## config.mk

```make
export PLATFORM = sky130hd
export DESIGN_NAME = mux2_arbiter_flat
export DESIGN_NICKNAME = d
export VERILOG_FILES = /design/src/rtl/mux2_arbiter_if.sv /design/src/rtl/mux2_arbiter.sv /design/src/flat_wrapper.sv
export SDC_FILE = /design/constraint.sdc
export NUM_CORES = 1
export LEC_CHECK = 0
export ABC_AREA = 1
export CAP_MARGIN = 10
export CORE_AREA = 2 2 39 41
export CTS_CLUSTER_SIZE = 30
export DETAILED_ROUTE_END_ITERATION = 10
export DIE_AREA = 0 0 41 43
export SYNTH_ARGS = -nofsm -noshare
export SYNTH_HDL_FRONTEND = slang
export SYNTH_SLANG_ARGS = --single-unit
```

## constraint.sdc

```tcl
create_clock -name clk -period 0.8 [get_ports clk]
set_input_delay 0.2 -clock clk [delete_from_list [all_inputs] [get_ports clk]]
set_output_delay 0.2 -clock clk [all_outputs]
set_load 0.02 [all_outputs]
```

## src/rtl/mux2_arbiter_if.sv

```systemverilog
// Handshake and datapath bundle between two requesters and the mux2_arbiter.
interface mux2_arbiter_if #(
    parameter int unsigned SIZE = 2
);
    logic            req0;
    logic            req1;
    logic [SIZE-1:0] d0;
    logic [SIZE-1:0] d1;
    logic            gnt0;
    logic            gnt1;
    logic [SIZE-1:0] z;
    logic            valid;
    logic            sel;

    modport master (
        output req0, req1, d0, d1,
        input  gnt0, gnt1, z, valid, sel
    );

    modport slave (
        input  req0, req1, d0, d1,
        output gnt0, gnt1, z, valid, sel
    );
endinterface

```

## src/rtl/mux2_arbiter.sv

```systemverilog
// Two-requester round-robin arbiter owning a SIZE-bit 2:1 mux built from 1-bit cells.
// Define BURST_LIMIT_EN to force a handover after MAX_BURST consecutive grant cycles.
module mux2Cell (
    input  logic a,
    input  logic b,
    input  logic s,
    output logic y
);
    assign y = s ? b : a;
endmodule

module mux2_arbiter #(
    parameter int unsigned SIZE      = 2,
    parameter int unsigned MAX_BURST = 4
) (
    input  logic          clk,
    input  logic          rst_n,
    mux2_arbiter_if.slave bus
);
    typedef enum logic [1:0] {
        IDLE = 2'd0,
        G0   = 2'd1,
        G1   = 2'd2
    } arbStateT;

    if (MAX_BURST < 2 || MAX_BURST > 16) begin : gBadBurst
        $error("mux2_arbiter: MAX_BURST must be within 2..16");
    end

    arbStateT        state;
    arbStateT        nextState;
    logic            prio;
    logic            limitHit;
    logic            gnt0Q;
    logic            gnt1Q;
    logic            selQ;
    logic            validQ;
    logic [SIZE-1:0] zQ;
    logic [SIZE-1:0] muxOut;

`ifdef BURST_LIMIT_EN
    localparam int unsigned BCNT_W   = $clog2(MAX_BURST);
    localparam int unsigned BCNT_MAX = MAX_BURST - 1;
    logic [BCNT_W-1:0] bcnt;

    assign limitHit = (bcnt == BCNT_W'(BCNT_MAX));

    // Cleared on every grant entry, saturates while the owner keeps the grant.
    always_ff @(posedge clk or negedge rst_n) begin
        if (!rst_n) begin
            bcnt <= '0;
        end else if (nextState != state) begin
            bcnt <= '0;
        end else if (state != IDLE && !limitHit) begin
            bcnt <= bcnt + BCNT_W'(1);
        end
    end
`else
    assign limitHit = 1'b0;
`endif

    // Shared datapath mux, one cell per bit, steered by the registered select.
    for (genvar i = 0; i < int'(SIZE); i++) begin : gMux
        mux2Cell uCell (
            .a (bus.d0[i]),
            .b (bus.d1[i]),
            .s (selQ),
            .y (muxOut[i])
        );
    end

    always_comb begin
        nextState = state;
        unique case (state)
            IDLE: begin
                if (bus.req0 && (!bus.req1 || !prio)) nextState = G0;
                else if (bus.req1)                     nextState = G1;
            end
            G0: begin
                if (!bus.req0)                nextState = bus.req1 ? G1 : IDLE;
                else if (limitHit && bus.req1) nextState = G1;
            end
            G1: begin
                if (!bus.req1)                nextState = bus.req0 ? G0 : IDLE;
                else if (limitHit && bus.req0) nextState = G0;
            end
            default: nextState = IDLE;
        endcase
    end

    // Grants and select are decoded from the next state so they track the state register.
    always_ff @(posedge clk or negedge rst_n) begin
        if (!rst_n) begin
            state  <= IDLE;
            prio   <= 1'b0;
            gnt0Q  <= 1'b0;
            gnt1Q  <= 1'b0;
            selQ   <= 1'b0;
            zQ     <= '0;
            validQ <= 1'b0;
        end else begin
            state <= nextState;
            gnt0Q <= (nextState == G0);
            gnt1Q <= (nextState == G1);
            selQ  <= (nextState == G1);
            if (state != IDLE && nextState != state) begin
                prio <= (state == G0);
            end
            if (state != IDLE) begin
                zQ     <= muxOut;
                validQ <= 1'b1;
            end else begin
                validQ <= 1'b0;
            end
        end
    end

    assign bus.gnt0  = gnt0Q;
    assign bus.gnt1  = gnt1Q;
    assign bus.sel   = selQ;
    assign bus.z     = zQ;
    assign bus.valid = validQ;
endmodule

```

## src/flat_wrapper.sv

```systemverilog
// flat-port wrapper written by rule: the top's interface ports become plain ports
module mux2_arbiter_flat 
#(
    parameter int unsigned SIZE      = 2,
    parameter int unsigned MAX_BURST = 4
)
  (clk, rst_n, bus_req0, bus_req1, bus_d0, bus_d1, bus_gnt0, bus_gnt1, bus_z, bus_valid, bus_sel);
  mux2_arbiter_if #(.SIZE(SIZE)) bus_i ();
  input  logic clk;
  input  logic rst_n;
  input wire logic [$bits(bus_i.req0)-1:0] bus_req0;
  input wire logic [$bits(bus_i.req1)-1:0] bus_req1;
  input wire logic [$bits(bus_i.d0)-1:0] bus_d0;
  input wire logic [$bits(bus_i.d1)-1:0] bus_d1;
  output wire logic [$bits(bus_i.gnt0)-1:0] bus_gnt0;
  output wire logic [$bits(bus_i.gnt1)-1:0] bus_gnt1;
  output wire logic [$bits(bus_i.z)-1:0] bus_z;
  output wire logic [$bits(bus_i.valid)-1:0] bus_valid;
  output wire logic [$bits(bus_i.sel)-1:0] bus_sel;
  assign bus_i.req0 = bus_req0;
  assign bus_i.req1 = bus_req1;
  assign bus_i.d0 = bus_d0;
  assign bus_i.d1 = bus_d1;
  assign bus_gnt0 = bus_i.gnt0;
  assign bus_gnt1 = bus_i.gnt1;
  assign bus_z = bus_i.z;
  assign bus_valid = bus_i.valid;
  assign bus_sel = bus_i.sel;
  mux2_arbiter #(.SIZE(SIZE), .MAX_BURST(MAX_BURST)) u_core (.clk(clk), .rst_n(rst_n), .bus(bus_i));
endmodule
```

==> results of run 1 <==
## repair_timing
item,4_1_cts,5_1_grt
resized for setup,46,5
pin swaps,3,1
hold buffers,0,0
setup endpoints to repair,13,13
## cells by family after synthesis
family	after synthesis
AOI/OAI and AO/OA	9
and+or+nand+nor	15
DFF	8
buffers and inverters	9
## sequential cells by signal, summed over array words and instances (netlist names)
register          cells
u_core.bus.gnt0       1
u_core.bus.gnt1       1
u_core.bus.valid      1
u_core.bus.z          2
u_core.prio           1
u_core.state          2
## power by group
part / switching, mW / internal [mW]
logic: 0.540 / 0.557
clock network: 0.137 / 0.191
registers: 0.200 / 0.606
total: 0.876 / 1.35
## Yosys cell counts, drive strengths merged
master | count | share of area
a21oi | 4 | 0.056
buf | 1 | 0.021
inv | 8 | 0.084
nand3 | 1 | 0.028
nor2 | 3 | 0.038
o211ai | 2 | 0.042
o21ai | 3 | 0.042
dfrtp | 8 | 0.56
nand2 | 11 | 0.13
## per-layer routing
layer / GRT usage / part of all wire / vias to the layer above
met5: 0 / 0 / -
met4: 0.0400 / 0.013 / 0
met3: 0.0628 / 0.081 / 2
met2: 0.150 / 0.51 / 10
met1: 0.121 / 0.39 / 143
li1: - / - / 167
## final cells by class
type                       count  area [um^2]  area share
clock buffer                   4         26.3      0.0432
multi-input combinational     24          150       0.247
sequential                     8          204       0.335
timing repair buffer          17          178       0.292
inverter                       8         30.0      0.0494
tap                           16         20.0      0.0329
## worst paths after layout
kind | endpoint | slack (ns) | cells past startpoint
setup / recovery | bus_gnt1 | -0.21 | 1
hold / removal | u_core.bus.gnt0 | 0.26 | 2
setup reg to reg | u_core.state[1] | -0.14 | 4
hold reg to reg | u_core.bus.z[1] | 0.50 | 2
max in group asynchronous | u_core.state[0] | 0.43 | 2
min in group clk | u_core.prio | 0.43 | 3
## per-stage QoR
step / utilization / power (mW) / setup TNS (ns) / setup slack (ns)
6_report: 0.439 / 2.23 / -1.70 / -0.209
5_1_grt: 0.439 / 2.41 / -2.25 / -0.248
4_1_cts: 0.426 / 2.19 / -1.76 / -0.222
3_5_place_dp: 0.393 / 1.73 / -4.08 / -0.385
3_3_place_gp: 0.393 / 1.71 / -4.01 / -0.363
2_1_floorplan: - / 1.24 / -0.124 / -0.0502
==> flow_summary.json, run 1 <==
{
  "status": "complete, but fails checks",
  "violations": "negative setup slack",
  "cp_cell_sequence": "buf_6",
  "hold-worst-slack_ns": 0.263,
  "dieArea_um2": 1760,
  "htreeDepth": 1,
  "cts_setup_buffers": 0,
  "synth_cell_types": 12,
  "slowest_delay_ns": 0.42,
  "synth.avg_cell_area_um2": 8.73,
  "finalHoldViolCount": 0,
  "synth_compound_gate_area_share": 0.140,
  "io_buffers": 13,
  "tritoncts": "yes",
  "drc_errors": 0,
  "hp-class": "input port to async pin",
  "synthXorXnorAreaFrac": 0,
  "drt-pass1-iter-count": 1,
  "routed_wl_um": 762,
  "slew_headroom": 0.866,
  "crit_buf_inv": 1,
  "fin_ws_ns": -0.209,
  "coreArea_um2": 1380,
  "drv_slew": 0,
  "place_area_um2": 544,
  "gp_congestion": 0.688,
  "worstPathRequired_ns": 0.60,
  "grtUsageTotal": 0.104,
  "chipHeight_um": 43,
  "antenna_found_initial": 0,
  "powerDensity_nw_per_um2": 3670,
  "antenna_left": 0,
  "crit_start": "u_core.bus.gnt1",
  "ir_drop_mv": 1.03,
  "yosysWarnings": 0,
  "io_pins": 14,
  "num_vias": 322,
  "clkSlewWorstSetupHoldPaths_ns": 0.05,
  "grt_pass1_wl_um": 1210,
  "areaGrowthSynthToFinish_pct": 69.9,
  "nNetsFinal": 70,
  "cp-start-kind": "flip-flop",
  "cp_slowest_cell": "dfrtp_2",
  "synth_mux_area_frac": 0,
  "fin_crit_sh": 1.26,
  "fillers": 147,
  "critPathMaxFanout": 3,
  "drive_gt1_frac": 0.443,
  "cts.sinks": 8,
  "worstSetupPathType": "flip-flop to output pin",
  "finalSetupViolCount": 12,
  "dp_hpwl_um": 568,
  "yosysSeqAreaShare": 0.559,
  "rows": 14,
  "cap_violations": 0,
  "synth_nets": 49,
  "clock.fmax_ghz": 0.991,
  "grt_pass1_vias": 283,
  "fin_crit_ns": 1.01,
  "rsz0062_at_grt": "true",
  "ys_ff_latch": 8,
  "synthAdderAreaFrac": 0,
  "vias_per_cell": 4.18,
  "r2r_start": "u_core.state[1]",
  "layoutNonFillerInstCount": 77,
  "final_cell_mix": "8 x nand2_1, 6 x inv_1, 6 x buf_6",
  "p_leak_nw": 0.297,
  "clk_latency_ns": 0.25,
  "first_iter_violations": 0,
  "wl_per_cell_um": 9.90,
  "cp_data_arrival_time_ns": 0.81,
  "setup.worst_path.end_class": "output pin",
  "clock_path_buffers": 2,
  "start_util": 0.259,
  "cts_buffers": 3,
  "synth_cells": 41,
  "synth_area_um2": 358,
  "die_x_um": 41,
  "final_cell_area_um2": 608,
  "tightestPinTransition_ns": 0.201,
  "synth-simple-area-share": 0.196,
  "placed_cells": 73,
  "gr-total-overflow": 0,
  "layout_commonest_cell": "nand2_1",
  "cpLargestDelayFamily": "flip-flops",
  "diodes": 0,
  "fin_skew_ns": 0.00184,
  "cts-root-buf": "clkbuf_4",
  "grt_max_degree": 9,
  "synth_top_family_by_area": "simple AND/OR/NAND/NOR gates"
}
Note: power is estimated with default switching activity, not from simulation.
==> run 2, diff against run 1 <==
--- a/config.mk
+++ b/config.mk
@@ -6,7 +6,6 @@
 export NUM_CORES = 1
 export LEC_CHECK = 0
 export ABC_AREA = 1
-export CAP_MARGIN = 10
 export CORE_AREA = 2 2 39 41
 export CTS_CLUSTER_SIZE = 30
 export DETAILED_ROUTE_END_ITERATION = 10
==> results of run 2 <==
No change in the layout: final DEF, timing and power equal those of run 1.
